**src/rtl/control_unit_if.sv**
```systemverilog
// Control bus between the hardwired sequencer and the single-bus datapath.
// The master side (sequencer) consumes the IR opcode field and the stop
// request and drives every datapath strobe; the slave side is the datapath.
interface control_unit_if;
    logic [4:0] ir_opcode;
    logic       stop;

    logic       PC_out;
    logic       MDR_out;
    logic       ZLow_out;
    logic       C_out;
    logic       BA_out;
    logic       R_out;

    logic       Gra;
    logic       Grb;
    logic       Grc;
    logic       R_in;

    logic       MAR_enable;
    logic       MDR_enable;
    logic       IR_enable;
    logic       Y_enable;
    logic       Z_enable;
    logic       PC_enable;

    logic       IncPC;
    logic       Read;
    logic       RAM_write_enable;

    logic [4:0] opcode;
    logic       run;
    logic [3:0] state;

    modport master (
        input  ir_opcode, stop,
        output PC_out, MDR_out, ZLow_out, C_out, BA_out, R_out,
        output Gra, Grb, Grc, R_in,
        output MAR_enable, MDR_enable, IR_enable, Y_enable, Z_enable, PC_enable,
        output IncPC, Read, RAM_write_enable,
        output opcode, run, state
    );

    modport slave (
        output ir_opcode, stop,
        input  PC_out, MDR_out, ZLow_out, C_out, BA_out, R_out,
        input  Gra, Grb, Grc, R_in,
        input  MAR_enable, MDR_enable, IR_enable, Y_enable, Z_enable, PC_enable,
        input  IncPC, Read, RAM_write_enable,
        input  opcode, run, state
    );
endinterface

```
**src/rtl/control_unit.sv**
```systemverilog
// Hardwired control sequencer: three-cycle fetch (T0-T2) followed by a
// per-opcode execute sequence (T3-T7). Strobes are decoded from the
// registered state so that an asynchronous clear drops them immediately.
module control_unit #(
    parameter logic [4:0] ADD_OP = 5'b00011
) (
    input  logic          clk,
    input  logic          clr,
    control_unit_if.master bus
);

    typedef enum logic [3:0] {
        S_RESET = 4'd0,
        S_T0    = 4'd1,
        S_T1    = 4'd2,
        S_T2    = 4'd3,
        S_T3    = 4'd4,
        S_T4    = 4'd5,
        S_T5    = 4'd6,
        S_T6    = 4'd7,
        S_T7    = 4'd8,
        S_HALT  = 4'd9
    } state_t;

    localparam logic [4:0] OP_LD   = 5'b00000;
    localparam logic [4:0] OP_LDI  = 5'b00001;
    localparam logic [4:0] OP_ST   = 5'b00010;
    localparam logic [4:0] OP_ADD  = 5'b00011;
    localparam logic [4:0] OP_SUB  = 5'b00100;
    localparam logic [4:0] OP_AND  = 5'b00101;
    localparam logic [4:0] OP_OR   = 5'b00110;
    localparam logic [4:0] OP_ADDI = 5'b01100;
    localparam logic [4:0] OP_HALT = 5'b11011;

    // Memory-access instructions that run all the way to T7.
    function automatic logic f_long(input logic [4:0] op);
        return (op == OP_LD) || (op == OP_ST);
    endfunction

    // Instructions that finish in T5.
    function automatic logic f_mid(input logic [4:0] op);
        return (op == OP_LDI) || (op == OP_ADD) || (op == OP_SUB) ||
               (op == OP_AND) || (op == OP_OR)  || (op == OP_ADDI);
    endfunction

    state_t r_state;
    state_t w_end_next;

    // Stop is only honoured at an instruction boundary.
    assign w_end_next = bus.stop ? S_HALT : S_T0;
    assign bus.state  = r_state;

    // State register and sequencing; illegal codes recover to RESET.
    always_ff @(posedge clk or negedge clr) begin
        if (!clr) begin
            r_state <= S_RESET;
        end else begin
            case (r_state)
                S_RESET: r_state <= S_T0;
                S_T0:    r_state <= S_T1;
                S_T1:    r_state <= S_T2;
                S_T2:    r_state <= S_T3;
                S_T3: begin
                    if (bus.ir_opcode == OP_HALT) begin
                        r_state <= S_HALT;
                    end else if (f_long(bus.ir_opcode) || f_mid(bus.ir_opcode)) begin
                        r_state <= S_T4;
                    end else begin
                        r_state <= w_end_next;
                    end
                end
                S_T4:    r_state <= S_T5;
                S_T5: begin
                    if (f_long(bus.ir_opcode)) begin
                        r_state <= S_T6;
                    end else begin
                        r_state <= w_end_next;
                    end
                end
                S_T6:    r_state <= S_T7;
                S_T7:    r_state <= w_end_next;
                S_HALT:  r_state <= S_HALT;
                default: r_state <= S_RESET;
            endcase
        end
    end

    // Strobe decode from current state and IR opcode; unlisted strobes stay 0.
    always_comb begin
        bus.PC_out           = 1'b0;
        bus.MDR_out          = 1'b0;
        bus.ZLow_out         = 1'b0;
        bus.C_out            = 1'b0;
        bus.BA_out           = 1'b0;
        bus.R_out            = 1'b0;
        bus.Gra              = 1'b0;
        bus.Grb              = 1'b0;
        bus.Grc              = 1'b0;
        bus.R_in             = 1'b0;
        bus.MAR_enable       = 1'b0;
        bus.MDR_enable       = 1'b0;
        bus.IR_enable        = 1'b0;
        bus.Y_enable         = 1'b0;
        bus.Z_enable         = 1'b0;
        bus.PC_enable        = 1'b0;
        bus.IncPC            = 1'b0;
        bus.Read             = 1'b0;
        bus.RAM_write_enable = 1'b0;
        bus.opcode           = 5'b00000;
        bus.run              = 1'b1;
        case (r_state)
            S_T0: begin
                bus.PC_out     = 1'b1;
                bus.MAR_enable = 1'b1;
                bus.IncPC      = 1'b1;
                bus.PC_enable  = 1'b1;
            end
            S_T1: begin
                bus.Read       = 1'b1;
                bus.MDR_enable = 1'b1;
            end
            S_T2: begin
                bus.MDR_out    = 1'b1;
                bus.IR_enable  = 1'b1;
            end
            S_T3: begin
                case (bus.ir_opcode)
                    OP_LD, OP_LDI, OP_ST: begin
                        bus.Grb      = 1'b1;
                        bus.BA_out   = 1'b1;
                        bus.Y_enable = 1'b1;
                    end
                    OP_ADD, OP_SUB, OP_AND, OP_OR, OP_ADDI: begin
                        bus.Grb      = 1'b1;
                        bus.R_out    = 1'b1;
                        bus.Y_enable = 1'b1;
                    end
                    default: ;
                endcase
            end
            S_T4: begin
                case (bus.ir_opcode)
                    OP_LD, OP_LDI, OP_ST, OP_ADDI: begin
                        bus.C_out    = 1'b1;
                        bus.Z_enable = 1'b1;
                        bus.opcode   = ADD_OP;
                    end
                    OP_ADD, OP_SUB, OP_AND, OP_OR: begin
                        bus.Grc      = 1'b1;
                        bus.R_out    = 1'b1;
                        bus.Z_enable = 1'b1;
                        bus.opcode   = bus.ir_opcode;
                    end
                    default: ;
                endcase
            end
            S_T5: begin
                case (bus.ir_opcode)
                    OP_LD, OP_ST: begin
                        bus.ZLow_out   = 1'b1;
                        bus.MAR_enable = 1'b1;
                    end
                    OP_LDI, OP_ADD, OP_SUB, OP_AND, OP_OR, OP_ADDI: begin
                        bus.ZLow_out = 1'b1;
                        bus.Gra      = 1'b1;
                        bus.R_in     = 1'b1;
                    end
                    default: ;
                endcase
            end
            S_T6: begin
                case (bus.ir_opcode)
                    OP_LD: begin
                        bus.Read       = 1'b1;
                        bus.MDR_enable = 1'b1;
                    end
                    // Read stays low so the MDR captures the register on the bus.
                    OP_ST: begin
                        bus.Gra        = 1'b1;
                        bus.R_out      = 1'b1;
                        bus.MDR_enable = 1'b1;
                    end
                    default: ;
                endcase
            end
            S_T7: begin
                case (bus.ir_opcode)
                    OP_LD: begin
                        bus.MDR_out = 1'b1;
                        bus.Gra     = 1'b1;
                        bus.R_in    = 1'b1;
                    end
                    OP_ST: begin
                        bus.RAM_write_enable = 1'b1;
                    end
                    default: ;
                endcase
            end
            S_HALT: begin
                bus.run = 1'b0;
            end
            default: ;
        endcase
    end

endmodule

```
**src/flat_wrapper.sv**
```systemverilog
// flat-port wrapper written by rule: the top's interface ports become plain ports
module control_unit_flat 
#(
    parameter logic [4:0] ADD_OP = 5'b00011
)
  (clk, clr, bus_ir_opcode, bus_stop, bus_PC_out, bus_MDR_out, bus_ZLow_out, bus_C_out, bus_BA_out, bus_R_out, bus_Gra, bus_Grb, bus_Grc, bus_R_in, bus_MAR_enable, bus_MDR_enable, bus_IR_enable, bus_Y_enable, bus_Z_enable, bus_PC_enable, bus_IncPC, bus_Read, bus_RAM_write_enable, bus_opcode, bus_run, bus_state);
  control_unit_if bus_i ();
  input  logic clk;
  input  logic clr;
  input wire logic [$bits(bus_i.ir_opcode)-1:0] bus_ir_opcode;
  input wire logic [$bits(bus_i.stop)-1:0] bus_stop;
  output wire logic [$bits(bus_i.PC_out)-1:0] bus_PC_out;
  output wire logic [$bits(bus_i.MDR_out)-1:0] bus_MDR_out;
  output wire logic [$bits(bus_i.ZLow_out)-1:0] bus_ZLow_out;
  output wire logic [$bits(bus_i.C_out)-1:0] bus_C_out;
  output wire logic [$bits(bus_i.BA_out)-1:0] bus_BA_out;
  output wire logic [$bits(bus_i.R_out)-1:0] bus_R_out;
  output wire logic [$bits(bus_i.Gra)-1:0] bus_Gra;
  output wire logic [$bits(bus_i.Grb)-1:0] bus_Grb;
  output wire logic [$bits(bus_i.Grc)-1:0] bus_Grc;
  output wire logic [$bits(bus_i.R_in)-1:0] bus_R_in;
  output wire logic [$bits(bus_i.MAR_enable)-1:0] bus_MAR_enable;
  output wire logic [$bits(bus_i.MDR_enable)-1:0] bus_MDR_enable;
  output wire logic [$bits(bus_i.IR_enable)-1:0] bus_IR_enable;
  output wire logic [$bits(bus_i.Y_enable)-1:0] bus_Y_enable;
  output wire logic [$bits(bus_i.Z_enable)-1:0] bus_Z_enable;
  output wire logic [$bits(bus_i.PC_enable)-1:0] bus_PC_enable;
  output wire logic [$bits(bus_i.IncPC)-1:0] bus_IncPC;
  output wire logic [$bits(bus_i.Read)-1:0] bus_Read;
  output wire logic [$bits(bus_i.RAM_write_enable)-1:0] bus_RAM_write_enable;
  output wire logic [$bits(bus_i.opcode)-1:0] bus_opcode;
  output wire logic [$bits(bus_i.run)-1:0] bus_run;
  output wire logic [$bits(bus_i.state)-1:0] bus_state;
  assign bus_i.ir_opcode = bus_ir_opcode;
  assign bus_i.stop = bus_stop;
  assign bus_PC_out = bus_i.PC_out;
  assign bus_MDR_out = bus_i.MDR_out;
  assign bus_ZLow_out = bus_i.ZLow_out;
  assign bus_C_out = bus_i.C_out;
  assign bus_BA_out = bus_i.BA_out;
  assign bus_R_out = bus_i.R_out;
  assign bus_Gra = bus_i.Gra;
  assign bus_Grb = bus_i.Grb;
  assign bus_Grc = bus_i.Grc;
  assign bus_R_in = bus_i.R_in;
  assign bus_MAR_enable = bus_i.MAR_enable;
  assign bus_MDR_enable = bus_i.MDR_enable;
  assign bus_IR_enable = bus_i.IR_enable;
  assign bus_Y_enable = bus_i.Y_enable;
  assign bus_Z_enable = bus_i.Z_enable;
  assign bus_PC_enable = bus_i.PC_enable;
  assign bus_IncPC = bus_i.IncPC;
  assign bus_Read = bus_i.Read;
  assign bus_RAM_write_enable = bus_i.RAM_write_enable;
  assign bus_opcode = bus_i.opcode;
  assign bus_run = bus_i.run;
  assign bus_state = bus_i.state;
  control_unit #(.ADD_OP(ADD_OP)) u_core (.clk(clk), .clr(clr), .bus(bus_i));
endmodule
```
**config.mk**
```make
export PLATFORM = sky130hd
export DESIGN_NAME = control_unit_flat
export DESIGN_NICKNAME = d
export VERILOG_FILES = /design/src/rtl/control_unit_if.sv /design/src/rtl/control_unit.sv /design/src/flat_wrapper.sv
export SDC_FILE = /design/constraint.sdc
export NUM_CORES = 1
export LEC_CHECK = 0
export BUFFER_PORTS_ARGS = -buffer_cell sky130_fd_sc_hd__buf_2
export CORE_UTILIZATION = 30
export DETAILED_ROUTE_END_ITERATION = 12
export PLACE_DENSITY_LB_ADDON = 0.1
export SETUP_SLACK_MARGIN = 0.3
export SLEW_MARGIN = 20
export SYNTH_ARGS = -nofsm -noshare
export SYNTH_HDL_FRONTEND = slang
export SYNTH_SLANG_ARGS = --single-unit
```
**constraint.sdc**
```tcl
create_clock -name clk -period 3.2 [get_ports clk]
set_clock_uncertainty 0.05 [all_clocks]
set_input_delay 0.16 -clock clk [delete_from_list [all_inputs] [get_ports clk]]
set_output_delay 0.16 -clock clk [all_outputs]
set_load 0.1 [all_outputs]
```
# Yosys cells after proc, flatten, opt, wreduce, memory -nomap -nowiden
# Index checks and enable logic that the tools add are counted.
# word_totals
word_cells	67
ff_bits	4
in_bits	8
output_inout_bits	29
# classes
n_mux	33
n_eq_ne	17
n_reduce_logical	16
# ops
cell	count
4-bit case mux with 10 select lines	1
1-bit 2-to-1 mux	19
4-bit by 3-bit equality test with 1-bit output, second input constant	4
4-bit 2-to-1 mux	4
5-bit by 3-bit equality test with 1-bit output, second input constant	3
5-bit by 2-bit equality test with 1-bit output, second input constant	2
1-bit case mux with 2 select lines	5
5-bit case mux with 2 select lines	1
4-bit by 2-bit equality test with 1-bit output, second input constant	2
4-bit equality test, second input constant	2
4-bit OR reduction	2
8-bit OR reduction	1
1-bit logical OR	7
1-bit case mux with 3 select lines	2
6-bit OR reduction	1
5-bit by 1-bit equality test with 1-bit output, second input constant	1
5-bit by 4-bit equality test with 1-bit output, second input constant	1
5-bit equality test, second input constant	1
5-bit zero test	1
5-bit 2-to-1 mux	1
5-bit OR reduction	1
4-bit by 1-bit equality test with 1-bit output, second input constant	1
4-bit zero test	1
3-bit OR reduction	1
2-bit OR reduction	1

# Longest topological paths before layout
# depth
word_depth	10
depth_mapped	5
mapped_depth_nobuf	4

# Worst setup path after synthesis
# No wires, ideal clock.
# synth_path
path_type	flip-flop to output port
start	register u_core.r_state[0], in the netlist u_core.bus.state[0]
end	output port bus_MAR_enable
arrival_time_ns	4.418
t_required_ns	2.990
path_buffers	0
stages_incl_launch_ff	4
slack_ns	-1.428
cell_sequence	dfrtp_1 > nand2b_1 > nor3_1 > o21bai_1
# synth_via
elab_chain_len	2
elab_cells_between_ends	3
classes_between	eq/ne (2); mux (1)
# synth_lines
element	line_no	rtl
start: declaration	control_unit.sv:46	state_t r_state;
start signal: assignment	control_unit.sv:69	r_state <= w_end_next;
start signal: assignment	control_unit.sv:77	r_state <= w_end_next;
start signal: assignment	control_unit.sv:81	S_T7: r_state <= w_end_next;
4-bit by 3-bit equality test with 1-bit output / 4-bit by 1-bit equality test with 1-bit output (equally long branches)	control_unit.sv:111	case (r_state)
1-bit case mux with 2 select lines (*)	control_unit.sv:111	
end: declaration	flat_wrapper.sv:22	output wire logic [$bits(bus_i.MAR_enable)-1:0] bus_MAR_enable;
# Every way passes the cells marked *; elsewhere a longest branch is shown, timed or not.

# Worst setup path in the final report
# layout_path
start	register u_core.r_state[1], in the netlist u_core.bus.state[1]
end	output port bus_opcode[2]
# layout_via
elab_chain_len	2
# layout_lines
element	line_no	rtl
4-bit by 3-bit equality test with 1-bit output	control_unit.sv:111	
5-bit 2-to-1 mux	control_unit.sv:111	
end: declaration	flat_wrapper.sv:31	output wire logic [$bits(bus_i.opcode)-1:0] bus_opcode;
# No other way between the ends.

==> summary.md <==
- **crit-path max FO** 13
- **biggest area consumer among synthesized cells** sky130_fd_sc_hd__dfrtp_1
- **Max H-tree Level** 1
- **gr ovfl total** 0
- **via total after detailed routing** 824
- **n_diodes** 0
- **top cells by area, synth** sky130_fd_sc_hd__dfrtp_1 14%, sky130_fd_sc_hd__a21oi_1 6.2%, sky130_fd_sc_hd__nor4_4 5.9%
- **drt via density** 5.28
- **total DRC errors in the routed layout** 0
- **data arrival at the endpoint of the critical path** 2.20 ns
- **ratio of final minimum period to clock period** 0.753
- **worst min-delay path endpoint** u_core.bus.state[3]
- **detail-routed net length per standard cell** 12.5 microns
- **clock-pin slew of the registers on the worst-case setup and hold paths** 0.04 ns
- **Area growth syn-to-layout** 31.4%
- **topmost layer with routed signal wires** met4
- **number of clock sinks** 4
- **total CTS buffers** 3
- **register area** 105 sq um
- **clock tree buffer depth** 2
- **RR Endpoint** u_core.bus.state[3]
- **most common cell after layout, fill and taps aside** sky130_fd_sc_hd__buf_2
- **footprint of the multi-input gates** 598 sq um
- **number of antenna violations at the first check in global routing** 0
- **sequential-to-total area share from yosys stat** 0.138
- **buffer type at the clock tree root** sky130_fd_sc_hd__clkbuf_4
- **Crit Reg-Reg Startpoint** u_core.bus.state[2]
- **detailed-routed wire length on met2** 940 microns
- **status** complete, no violations
- **Horiz. Die Dim** 51.1 microns
- **Vert. Die Dim** 51.1 microns
- **Reg2Reg Depth** 4
- **synthesized cell area** 724 sq um
- **PostCTS Resize Cnt** 0
- **Detail Route Antenna Nets** 0
- **RD Place Congestion** 0.754
- **number of hold buffers added after cts** 1
- **slew of the pin with the lowest slew margin** 0.631 ns
- **met3 wire length** 99 microns
- **kind of start point of the critical path** flip-flop
- **leading register cell type out of synthesis** sky130_fd_sc_hd__dfrtp_1
- **type of the worst setup path** flip-flop to output pin
- **IO Port Bufs** 34
- **area of the die** 2620 sq um
- **detailed-route wire length** 1950 microns
- **wire length of the first global-routing pass** 3300 microns
- **vias in the first global route** 722
- **core region area** 2250 sq um
- **Post-synth EDFFs** 0
- **buffers inserted during post-CTS setup optimization** 0
- **share of final-layout standard cells stronger than drive strength 1** 0.492
- **Post-Syn Instances** 102
- **total global-route track usage** 0.165
- **# setup viols final** 0
- **maximum clock rate** 0.415 GHz
- **Slew headroom** 0.577
- **met1 wire length** 900 microns
- **clk_lat worst skew** 0.23 ns
- **number of pins with negative max-slew slack in the final report** 0
- **r2r setup slk** 1.60 ns
- **RSZ-0062 raised after global routing** false
- **number of rows in the core area** 17
- **area share of the leading cell type in the synthesized netlist** 0.138
- **top library cells by usage in the layout, fill and taps aside** 34 x sky130_fd_sc_hd__buf_2, 9 x sky130_fd_sc_hd__a21oi_1, 8 x sky130_fd_sc_hd__nand2_1
- **Period minus WS final** 2.41 ns
- **type of element capturing the critical path** output pin
- **net count reported at finish** 138
- **fraction of registers with async set or reset after synthesis** 1.00
- **Synth Register Bits** 4
- **Syn Area/Cell** 7.10 sq um
- **number of top-level pins** 37
- **classification of the worst-slack hold path** primary input to flip-flop
- **Total Neg Setup Slack** 0 ns
- **required time worst endpoint** 2.99 ns
- **post-route core utilization** 0.422
- **post-synth cell types** 42
- **first-pass iteration count of the detailed router** 4
- **pin count of the biggest net entering global routing** 17
- **total count of hold-check failures in the final report** 0
- **Largest register FFs** 4
- **clock tree from TritonCTS** built
- **beginning of the worst hold path** bus_stop
- **Max Cap Violations** 0
- **starting density of the core** 0.321
- **count of routing violations after the opening detailed-route iteration** 10
- **number of cells on the worst hold path** 3
- **count of synthesis-stage warnings from yosys** 0
- **fill cell instance count of the final layout** 240
- **HPWL after DPL** 1530 microns
cell families (layout without fill, tap and decap cells):
group,after synthesis,count (layout),synth area share
AO/OA/AOI/OAI,30,30,0.254
XOR/XNOR,1,1,0.0121
buffers and inverters,16,41,0.128
flip-flops,4,4,0.138
multiplexers,1,1,0.0155
other,1,2,0.00518
AND/OR/NAND/NOR,49,49,0.447
routing by layer:
| metal | GRT usage | vias up |
|---|---|---|
| met5 | 0 | - |
| met4 | 0.0417 | 0 |
| met2 | 0.279 | 25 |
| met1 | 0.209 | 382 |
| met3 | 0.0387 | 2 |
| li1 | - | 415 |
Yosys cell counts (2+ instances only):
cell type and instances:
sky130_fd_sc_hd__or2_2 3, sky130_fd_sc_hd__inv_1 3, sky130_fd_sc_hd__o21ai_1 2, sky130_fd_sc_hd__buf_2 5, sky130_fd_sc_hd__dfrtp_1 4, sky130_fd_sc_hd__a31oi_1 3, sky130_fd_sc_hd__nand3b_1 2, sky130_fd_sc_hd__o21ai_0 6
sky130_fd_sc_hd__a21oi_1 9, sky130_fd_sc_hd__buf_4 5, sky130_fd_sc_hd__or3b_2 2, sky130_fd_sc_hd__nor3_1 4, sky130_fd_sc_hd__nor2_1 8, sky130_fd_sc_hd__and3b_1 2, sky130_fd_sc_hd__o21bai_1 2, sky130_fd_sc_hd__nand3_1 3
sky130_fd_sc_hd__nor4_4 2, sky130_fd_sc_hd__o21a_1 3, sky130_fd_sc_hd__nand2_1 8, sky130_fd_sc_hd__nand2b_1 4
final cells by class:
class                           instances  share of cell area
Tap cell                               28              0.0368
Inverter                                3              0.0118
Clock buffer                            3              0.0237
Timing Repair Buffer                   35               0.189
Multi-Input combinational cell         83               0.628
Sequential cell                         4               0.110
through the flow:
step	std cells	instance area, sq um	hold slack, ns	worst slack, ns
5_1_grt	156	952	0.159	0.587
4_1_cts	156	952	0.153	0.748
3_3_place_gp	152	920	-0.0837	1.03
6_report	156	952	0.154	0.789
2_1_floorplan	103	796	-0.186	0.309
3_5_place_dp	152	920	-0.0811	1.00
worst max path at each step:
| stage | start | slack, ns | to | cells past startpoint |
|---|---|---|---|---|
| floorplan | u_core.bus.state[0] | 0.31 | bus_MAR_enable | 3 |
| global placement | u_core.bus.state[1] | 1.03 | bus_opcode[2] | 5 |
| detailed placement | u_core.bus.state[1] | 1.00 | bus_opcode[2] | 5 |
| CTS | u_core.bus.state[1] | 0.75 | bus_opcode[2] | 5 |
| global route | u_core.bus.state[1] | 0.59 | bus_opcode[2] | 5 |
| finish | u_core.bus.state[1] | 0.79 | bus_opcode[2] | 5 |
worst max-delay path: stages, from the launching register on:
cell                       delay, ns
sky130_fd_sc_hd__dfrtp_2        0.47
sky130_fd_sc_hd__nand2b_1       0.31
sky130_fd_sc_hd__nor3_2         0.35
sky130_fd_sc_hd__nor3b_4        0.26
sky130_fd_sc_hd__and2_4         0.16
sky130_fd_sc_hd__buf_2          0.41
Power is left out: the tool's default activity adds up to more than one toggle a clock period on the data nets, which glitch-free logic cannot reach.
